<file path="config.mk">
export PLATFORM = sky130hd
export DESIGN_NAME = condlogic
export DESIGN_NICKNAME = d
export VERILOG_FILES = /design/src/rtl/condlogic.sv
export SDC_FILE = /design/constraint.sdc
export NUM_CORES = 1
export LEC_CHECK = 0
export CELL_PAD_IN_SITES_DETAIL_PLACEMENT = 1
export CELL_PAD_IN_SITES_GLOBAL_PLACEMENT = 1
export CORE_ASPECT_RATIO = 1.2
export CORE_MARGIN = 2
export CORE_UTILIZATION = 33
export DETAILED_ROUTE_END_ITERATION = 8
export GPL_TIMING_DRIVEN = 1
export HOLD_SLACK_MARGIN = 0.08
export PLACE_DENSITY_LB_ADDON = 0.1
export SLEW_MARGIN = 5
export SYNTH_ARGS = -nofsm -noshare
export SYNTH_HDL_FRONTEND = slang
export SYNTH_SLANG_ARGS = --single-unit
</file>
<file path="constraint.sdc">
create_clock -name clk -period 3 [get_ports clk]
set_clock_uncertainty 0.05 [all_clocks]
set_input_delay 0.9 -clock clk [delete_from_list [all_inputs] [get_ports clk]]
set_output_delay 0.9 -clock clk [all_outputs]
set_load 0.005 [all_outputs]
</file>
<file path="src/rtl/condlogic.sv">
// Conditional-execution unit for a multicycle ARM-style core.
// Evaluates the condition field against the architectural flags, gates the
// register, memory and PC write strobes by the registered pass bit, updates
// the N,Z and C,V flag groups independently, and counts annulled commits.
module condlogic (
  input  logic        clk,
  input  logic        reset,
  input  logic [3:0]  Cond,
  input  logic [3:0]  ALUFlags,
  input  logic [1:0]  FlagW,
  input  logic        PCS,
  input  logic        NextPC,
  input  logic        RegW,
  input  logic        MemW,
  output logic        PCWrite,
  output logic        RegWrite,
  output logic        MemWrite,
  output logic [3:0]  Flags,
  output logic        CondExD,
  output logic [15:0] AnnulCount
);

  logic       condex;
  logic [1:0] flagwrite;
  logic       condexd_reg;
  logic [15:0] annul_reg;
  logic       commit;
  logic       n_flag, z_flag, c_flag, v_flag;

  assign {n_flag, z_flag, c_flag, v_flag} = Flags;

  // Condition check uses the flags held before this edge, never ALUFlags,
  // so a flag update in the same cycle only matters from the next cycle.
  always_comb begin
    condex = 1'b0;
    case (Cond)
      4'b0000: condex = z_flag;
      4'b0001: condex = ~z_flag;
      4'b0010: condex = c_flag;
      4'b0011: condex = ~c_flag;
      4'b0100: condex = n_flag;
      4'b0101: condex = ~n_flag;
      4'b0110: condex = v_flag;
      4'b0111: condex = ~v_flag;
      4'b1000: condex = c_flag & ~z_flag;
      4'b1001: condex = ~c_flag | z_flag;
      4'b1010: condex = (n_flag == v_flag);
      4'b1011: condex = (n_flag != v_flag);
      4'b1100: condex = ~z_flag & (n_flag == v_flag);
      4'b1101: condex = z_flag | (n_flag != v_flag);
      4'b1110: condex = 1'b1;
      default: condex = 1'b0;  // reserved encoding always annuls
    endcase
  end

  assign flagwrite = FlagW & {condex, condex};

  // Bit 1 guards N,Z (Flags[3:2]); bit 0 guards C,V (Flags[1:0]).
  genvar gi;
  generate
    for (gi = 0; gi < 2; gi++) begin : g_flag_grp
      logic [1:0] grp_reg;
      // Each flag group loads under its own strobe and otherwise holds.
      always_ff @(posedge clk) begin
        if (!reset)
          grp_reg <= 2'b00;
        else if (flagwrite[gi])
          grp_reg <= ALUFlags[2*gi+1 -: 2];
      end
      assign Flags[2*gi+1 -: 2] = grp_reg;
    end
  endgenerate

  // Pass bit is delayed one cycle so it lines up with the writeback stage;
  // reset clears it so no stale pass survives into the release cycle.
  always_ff @(posedge clk) begin
    if (!reset)
      condexd_reg <= 1'b0;
    else
      condexd_reg <= condex;
  end

  assign CondExD  = condexd_reg;
  assign RegWrite = RegW & condexd_reg;
  assign MemWrite = MemW & condexd_reg;
  assign PCWrite  = (PCS & condexd_reg) | NextPC;

  // Any writeback request counts as a single commit, even if several are set.
  assign commit = RegW | PCS | MemW;

  // Count commits that were annulled by a failed condition, saturating at max.
  always_ff @(posedge clk) begin
    if (!reset)
      annul_reg <= 16'h0000;
    else if (commit && !condexd_reg && (annul_reg != 16'hFFFF))
      annul_reg <= annul_reg + 16'd1;
  end

  assign AnnulCount = annul_reg;

endmodule

</file>
==> key figures, run 1 <==
Detailed routing
  – Post-detailed-routing wire length: 3510 um
  – Pre-antenna DRT Iters: 4
  – Avg Vias per Cell: 5.22
  – Detailed-route DRC error count: 0
  – Post-route ant nets: 0
  – Starting DRC count in detailed routing: 33
  – WL per Instance: 14.6 um
  – Via count of the routed design: 1258

GRT
  – Largest net degree at the start of global routing: 18
  – GRT Resource Usage Total: 0.176
  – Global-route track usage on met1: 0.191
  – First-pass GRT wire length: 5960 um
  – Number of global-route vias before repair: 1337
  – Grt total ovfl: 0
  – Global Route met3 Usage: 0.0357
  – Fraction of met2 tracks used by global routing: 0.326
  – Number of antenna violations at the first check in global routing: 0
  – Most congested layer reported by global routing: met2

Pwr
  – Clock group share of total power: 0.296
  – Leakage: between 0.6 and 0.7 nW
  – NetSw: about 0.17 mW
  – Final total power: 0.631 mW
  – Combinational power share: 0.211
  – Cell-internal power: 0.464 mW
  – VDD IR max: 0.000184 V
  – Switching fraction of total power: 0.265
  – Ratio of total power to cell area: approximately 360 nW/um^2
  – Flop pwr share: 0.493

Status
  – Run status: finished clean

Run
  – Maximum Capacitance Violations: 0

Synthesis
  – Mapped Nets: 165
  – Number of distinct standard cells referenced by the synthesized netlist: between 40 and 50
  – Mean area per synthesized cell: 8.67 um^2
  – Synth warnings: 0
  – Sequential cell area fraction in the yosys report: 0.327
  – Post-synthesis sequential element count: 21
  – Post-Syn Instances: 148
  – Area of the mapped netlist: 1280 um^2

Timing
  – Setup repair after global routing missed its margin: false
  – Setup violation total in the final timing report: 0
  – Fraction of the cycle the final worst path needs: 0.984
  – Time the final worst path needs with I/O delays and setup: approximately 3.0 ns
  – Final Hold Fails: 0
  – Upper clock frequency limit: 0.339 GHz
  – Final sum of negative setup slack: 0 ns
  – Final number of max-transition violations: 0
  – Max_slew headroom: 0.446
  – Minimum hold slack: 0.464 ns
  – Pin slew with the least headroom to its limit: between 0.8 and 0.9 ns

Setup path
  – Endpoint kind of the worst setup timing path: output port
  – Worst endpoint required time: approximately 2.1 ns
  – Data arrival at the endpoint of the critical path: 2.00 ns
  – Cell with the largest stage delay on the worst path: sky130_fd_sc_hd__clkdlybuf4s50_1
  – Most prevalent standard cell on the critical path: sky130_fd_sc_hd__clkdlybuf4s50_1
  – Cell-by-cell trace of the critical path: clkdlybuf4s50_1, and2_1, clkdlybuf4s50_1
  – Worst path buffer plus inverter count: 2
  – Largest incremental delay on the critical path: 0.50 ns
  – Worst Path Class, Setup: primary input to output port
  – Crit path max fanout: 2
  – Worst setup SP type: primary input
  – Family with the most delay on the worst path: buffers and inverters

Place
  – Global placer's final weighted congestion: 0.813
  – DPL Wire Length: 2850 um
  – Cell count after placement: about 240
  – I/O Buffers: 39

Final layout
  – Most frequent cells in the layout: sky130_fd_sc_hd__clkdlybuf4s50_1 (39), sky130_fd_sc_hd__dfxtp_1 (21), sky130_fd_sc_hd__nor2_1 (15)
  – Final net count: between 200 and 250
  – Number of flip-flops in the largest register: 16
  – End-of-flow core utilization: 0.477
  – Fill cells: 459
  – Layout cell share with drive strength beyond 1: 0.0847
  – Layout overhead on the synthesized area: 37.2%
  – Count of antenna diodes in the layout: 0
  – Non-filler cells, final: 241
  – Most common cell after layout, fill and taps aside: sky130_fd_sc_hd__clkdlybuf4s50_1

CTS
  – CTS max path bufs: 2
  – Number of hold buffers added after cts: 0
  – Number of cells upsized or downsized after cts: 0
  – Clock tree from TritonCTS: done
  – Clock-pin slew of the registers on the worst-case setup and hold paths: 0.08 ns
  – Master cell of the clock root buffer: sky130_fd_sc_hd__clkbuf_8
  – Post-CTS Setup Bufs: 0
  – Level count of the clock H-tree: 1
  – Later-pin clock latency in the skew report: 0.26 ns
  – # clock sinks: 21
  – Number of buffers inserted during clock tree synthesis: 3

Floorplan
  – I/O pin count: 40
  – Overall die height: 72.3 um
  – Row Count: 24
  – Initial core utilization: 0.348
  – Area of the placeable core: 3690 um^2
  – DIE WIDTH: slightly above 60 um
  – Die area: between 4000 and 5000 um^2

Hold path
  – Type of the tightest min-delay check: flip-flop to flip-flop
## logic make-up (layout without fill, tap and decap cells)
logic type,count (synthesis),count (layout),share of synthesized area
muxes,5,5,0.0390
buffers and inverters,9,50,0.0497
DFF,21,21,0.327
adders and majority gates,1,1,0.00975
and+or+nand+nor,77,77,0.350
xor gates and xnor gates,13,13,0.0887
AOI/OAI and AO/OA,22,22,0.135
## power groups by stage
stage          clock network (mW)  registers [mW]  logic [mW]
6_report                    0.187           0.311       0.133
5_1_grt                     0.206           0.314       0.147
4_1_cts                     0.191           0.311       0.135
3_5_place_dp                    0           0.318       0.134
3_3_place_gp                    0           0.316       0.129
2_1_floorplan                   0           0.311      0.0741
## cells in the mapped netlist, drive strengths merged
master | n | share of area
o2111ai | 2 | 0.014
o211ai | 1 | 0.0059
ha | 1 | 0.0097
xor2 | 4 | 0.027
mux2i | 5 | 0.039
and2 | 5 | 0.025
a221o | 1 | 0.0078
clkbuf | 1 | 0.0029
clkinv | 1 | 0.0029
and4bb | 1 | 0.0097
and4b | 2 | 0.016
a21o | 1 | 0.0059
nor4bb | 2 | 0.016
and2b | 1 | 0.0068
nor2 | 15 | 0.044
nor3 | 5 | 0.019
nor2b | 4 | 0.019
a31oi | 1 | 0.0049
nand3 | 6 | 0.023
nand4 | 6 | 0.029
buf | 5 | 0.038
or4 | 2 | 0.012
o311a | 1 | 0.017
and4 | 2 | 0.014
or2 | 3 | 0.015
nor4 | 2 | 0.0097
a21oi | 5 | 0.019
and3 | 1 | 0.0049
inv | 2 | 0.0059
o211a | 1 | 0.0078
nand2 | 10 | 0.029
nor4b | 4 | 0.027
or3 | 5 | 0.024
xnor2 | 9 | 0.061
a221oi | 1 | 0.0068
o21ai | 4 | 0.016
nor3b | 1 | 0.0059
o31ai | 4 | 0.031
dfxtp | 21 | 0.33
## final timing paths
path	from	end	slack [ns]	depth (start not counted)
min	AnnulCount[15]	AnnulCount[15]	0.46	2
max reg2reg	AnnulCount[0]	AnnulCount[1]	0.82	6
max	RegW	RegWrite	0.05	3
min reg2reg	AnnulCount[15]	AnnulCount[15]	0.46	2
## tightest hold or removal path: stages (launching register included)
cell	delay, ns
sky130_fd_sc_hd__dfxtp_1	0.33
sky130_fd_sc_hd__o21ai_0	0.08
sky130_fd_sc_hd__a21oi_1	0.06
## area by class of cell
class | count | area (um^2) | area share
Timing Repair Buffer | 43 | 420 | 0.239
Inverter | 3 | 11.3 | 0.00639
Clock buffer | 4 | 45.0 | 0.0256
Tap cell | 52 | 65.1 | 0.0369
Sequential cell | 21 | 420 | 0.239
Multi-Input combinational cell | 118 | 800 | 0.454
## metal layers
metal  wire length [um]  vias up
met1               1320      598
met5                  0        -
met3                146        4
met4                 49        0
li1                   -      625
met2               1990       31
## metrics by stage
| stage | instance area [um^2] | worst slack [ns] |
|---|---|---|
| global route | 1760 | 0.0133 |
| detailed placement | 1720 | -0.00885 |
| CTS | 1760 | 0.0390 |
| floorplan | 1280 | 0.552 |
| global placement | 1720 | 0.0554 |
| finish | 1760 | 0.0476 |
Note: power is estimated with default switching activity, not from simulation.
==> run 2, diff against run 1 <==
--- a/config.mk
+++ b/config.mk
@@ -14,7 +14,7 @@
 export GPL_TIMING_DRIVEN = 1
 export HOLD_SLACK_MARGIN = 0.08
 export PLACE_DENSITY_LB_ADDON = 0.1
-export SLEW_MARGIN = 5
+export SLEW_MARGIN = 40
 export SYNTH_ARGS = -nofsm -noshare
 export SYNTH_HDL_FRONTEND = slang
 export SYNTH_SLANG_ARGS = --single-unit
==> results of run 2 <==
Final layout, timing and power as in run 1 (identical DEF).
==> run 3, diff against run 2 <==
--- a/config.mk
+++ b/config.mk
@@ -9,12 +9,13 @@
 export CELL_PAD_IN_SITES_GLOBAL_PLACEMENT = 1
 export CORE_ASPECT_RATIO = 1.2
 export CORE_MARGIN = 2
-export CORE_UTILIZATION = 33
+export CORE_UTILIZATION = 35
+export CTS_BUF_LIST = sky130_fd_sc_hd__clkbuf_8
 export DETAILED_ROUTE_END_ITERATION = 8
 export GPL_TIMING_DRIVEN = 1
 export HOLD_SLACK_MARGIN = 0.08
 export PLACE_DENSITY_LB_ADDON = 0.1
-export SLEW_MARGIN = 40
+export SLEW_MARGIN = 20
 export SYNTH_ARGS = -nofsm -noshare
 export SYNTH_HDL_FRONTEND = slang
 export SYNTH_SLANG_ARGS = --single-unit
==> run 3 against run 2 <==
  * Global-route usage increased by 0.094 points
  * Die area down 5.4%
  * Via count down 0.64%
  * Cell area is 0.28% lower
  * Count of clock-buffer cells in the layout shrank 1
  * First-iteration DRC count is 6.1% higher
  * Sequential power about the same
  * Critical path depth unchanged
  * Maximum frequency rose by 0.56%
==> key figures, run 3 (synthesis results as in run 1) <==
Pwr
  – Ratio of total power to cell area: 362 nW/um^2 (+0.92%)
  – Combinational power share: 0.209 (-0.002)
  – Flop pwr share: 0.490 (-0.003)
  – Final total power: 0.635 mW (+0.63%)
  – Cell-internal power: 0.462 mW (-0.29%)
  – Clock group share of total power: 0.300 (+0.004)
  – NetSw: 0.173 mW (+3.2%)
  – VDD IR max: 0.000140 V (-24%)
  – Switching fraction of total power: 0.272 (+0.00674)
  – Leakage: 0.633 nW (+4.0%)

CTS
  – Later-pin clock latency in the skew report: 0.27 ns (about the same)
  – Number of hold buffers added after cts: 0 (unchanged)
  – Number of buffers inserted during clock tree synthesis: 3 (unchanged)
  – Clock-pin slew of the registers on the worst-case setup and hold paths: 0.08 ns (about the same)
  – Master cell of the clock root buffer: sky130_fd_sc_hd__clkbuf_8
  – CTS max path bufs: 2 (unchanged)
  – Clock tree from TritonCTS: done
  – # clock sinks: 21 (unchanged)
  – Level count of the clock H-tree: 1 (unchanged)

Setup path
  – Worst setup SP type: primary input
  – Crit path max fanout: 2 (unchanged)
  – Data arrival at the endpoint of the critical path: 1.99 ns (about the same)
  – Worst Path Class, Setup: primary input to output port
  – Endpoint kind of the worst setup timing path: output port
  – Worst endpoint required time: 2.05 ns (about the same)

Timing
  – Time the final worst path needs with I/O delays and setup: 2.94 ns (-0.0166 ns)
  – Setup violation total in the final timing report: 0 (unchanged)
  – Final number of max-transition violations: 0 (unchanged)
  – Upper clock frequency limit: 0.341 GHz (+0.56%)
  – Final Hold Fails: 0 (unchanged)
  – Final sum of negative setup slack: 0 ns (unchanged)
  – Fraction of the cycle the final worst path needs: 0.979 (-0.00552)
  – Pin slew with the least headroom to its limit: 0.680 ns (-0.143 ns)
  – Minimum hold slack: 0.453 ns (-0.0110 ns)
  – Max_slew headroom: 0.542 (+0.0960)
  – Setup repair after global routing missed its margin: false

Detailed routing
  – Avg Vias per Cell: 5.46 (+4.6%)
  – Starting DRC count in detailed routing: 35 (+6.1%)
  – Detailed-route DRC error count: 0 (unchanged)
  – Post-route ant nets: 0 (unchanged)
  – Via count of the routed design: 1250 (-0.64%)
  – Pre-antenna DRT Iters: 4 (unchanged)
  – WL per Instance: 14.6 um (about the same)
  – Post-detailed-routing wire length: 3340 um (-4.9%)

Final layout
  – Number of flip-flops in the largest register: 16 (unchanged)
  – Most frequent cells in the layout: sky130_fd_sc_hd__clkdlybuf4s50_1 (38), sky130_fd_sc_hd__dfxtp_1 (21), sky130_fd_sc_hd__nor2_1 (15)
  – Layout overhead on the synthesized area: 36.8%
  – Count of antenna diodes in the layout: 0 (unchanged)
  – Final net count: 208 (+0.48%)
  – Layout cell share with drive strength beyond 1: 0.0947 (+0.0101)
  – Most common cell after layout, fill and taps aside: sky130_fd_sc_hd__clkdlybuf4s50_1

Floorplan
  – Initial core utilization: 0.359 (+0.0117)
  – I/O pin count: 40 (unchanged)
  – Area of the placeable core: 3570 um^2 (-3.3%)
  – Row Count: 24 (unchanged)
  – Overall die height: 70.3 um (-2.7%)
  – Die area: 4170 um^2 (-5.4%)
  – DIE WIDTH: 59.3 um (-2.7%)

GRT
  – Grt total ovfl: 0 (unchanged)
  – Number of antenna violations at the first check in global routing: 0 (unchanged)
  – Largest net degree at the start of global routing: 18 (unchanged)
  – First-pass GRT wire length: 5810 um (-2.5%)
  – Number of global-route vias before repair: 1310 (-2.0%)
  – GRT Resource Usage Total: 0.176 (+0.000942)

Place
  – Global placer's final weighted congestion: 0.786 (-3.4%)
  – I/O Buffers: 39 (unchanged)
  – DPL Wire Length: 2660 um (-6.7%)

Status
  – Run status: finished clean

Hold path
  – Type of the tightest min-delay check: flip-flop to flip-flop

Run
  – Maximum Capacitance Violations: 0 (unchanged)
[run 3: changes by cell type in the layout (fill, tap and decap cells not counted), sizes merged]
cell / delta
buf: +1
clkbuf: -1
clkdlybuf4s50: -1
clkinv: +1
dlymetal6s2s: +1
[run 3: worst max-delay path, cell delays in order]
cell,delay [ns]
sky130_fd_sc_hd__clkdlybuf4s50_1,0.47
sky130_fd_sc_hd__and2_1,0.12
sky130_fd_sc_hd__clkdlybuf4s50_1,0.50
[run 3: final timing paths]
path,from,to,slack (ns),depth (start not counted)
worst max-delay path,RegW,RegWrite,0.06,3
worst min-delay path,AnnulCount[7],AnnulCount[7],0.45,2
worst max register to register,AnnulCount[0],AnnulCount[1],0.80,6
worst min register to register,AnnulCount[7],AnnulCount[7],0.45,2
[run 3: area by class of cell]
cell class	count	area (um^2)
clock inverter	1	5.00
inverter	3	11.3
multi-input combinational	118	800
tap	39	48.8
clock buffer	3	41.3
sequential	21	420
timing repair buffer	44	430
fill	441	1820
[run 3: metal layers]
metal	vias to the layer above	routed length, um	global-route usage
met4	0	42	0.0657
li1	633	-	-
met1	583	1340	0.190
met2	30	1810	0.331
met3	4	147	0.0241
met5	-	0	0
[run 3: power groups by stage]
stage	Clock, mW	Combinational (mW)	Sequential (mW)
floorplan	0	0.0741	0.311
global placement	0	0.130	0.316
detailed placement	0	0.135	0.318
CTS	0.201	0.135	0.311
global route	0.215	0.146	0.314
finish	0.191	0.133	0.311
[run 3: timing repair]
item	in CTS	in global routing
gates resized for setup	0	1
buffers inserted	0	0
endpoints found under the hold margin	0	0
setup endpoints to repair	0	1
[run 3: stage by stage]
| stage | std cells | worst slack, ns | util | instance area (um^2) |
|---|---|---|---|---|
| after floorplan | 148 | 0.552 | - | 1280 |
| after global placement | 225 | 0.0673 | 0.478 | 1710 |
| after detailed placement | 225 | 0.0285 | 0.478 | 1710 |
| after CTS | 229 | 0.0484 | 0.491 | 1750 |
| after global routing | 229 | 0.0000104 | 0.492 | 1760 |
| final | 229 | 0.0642 | 0.492 | 1760 |
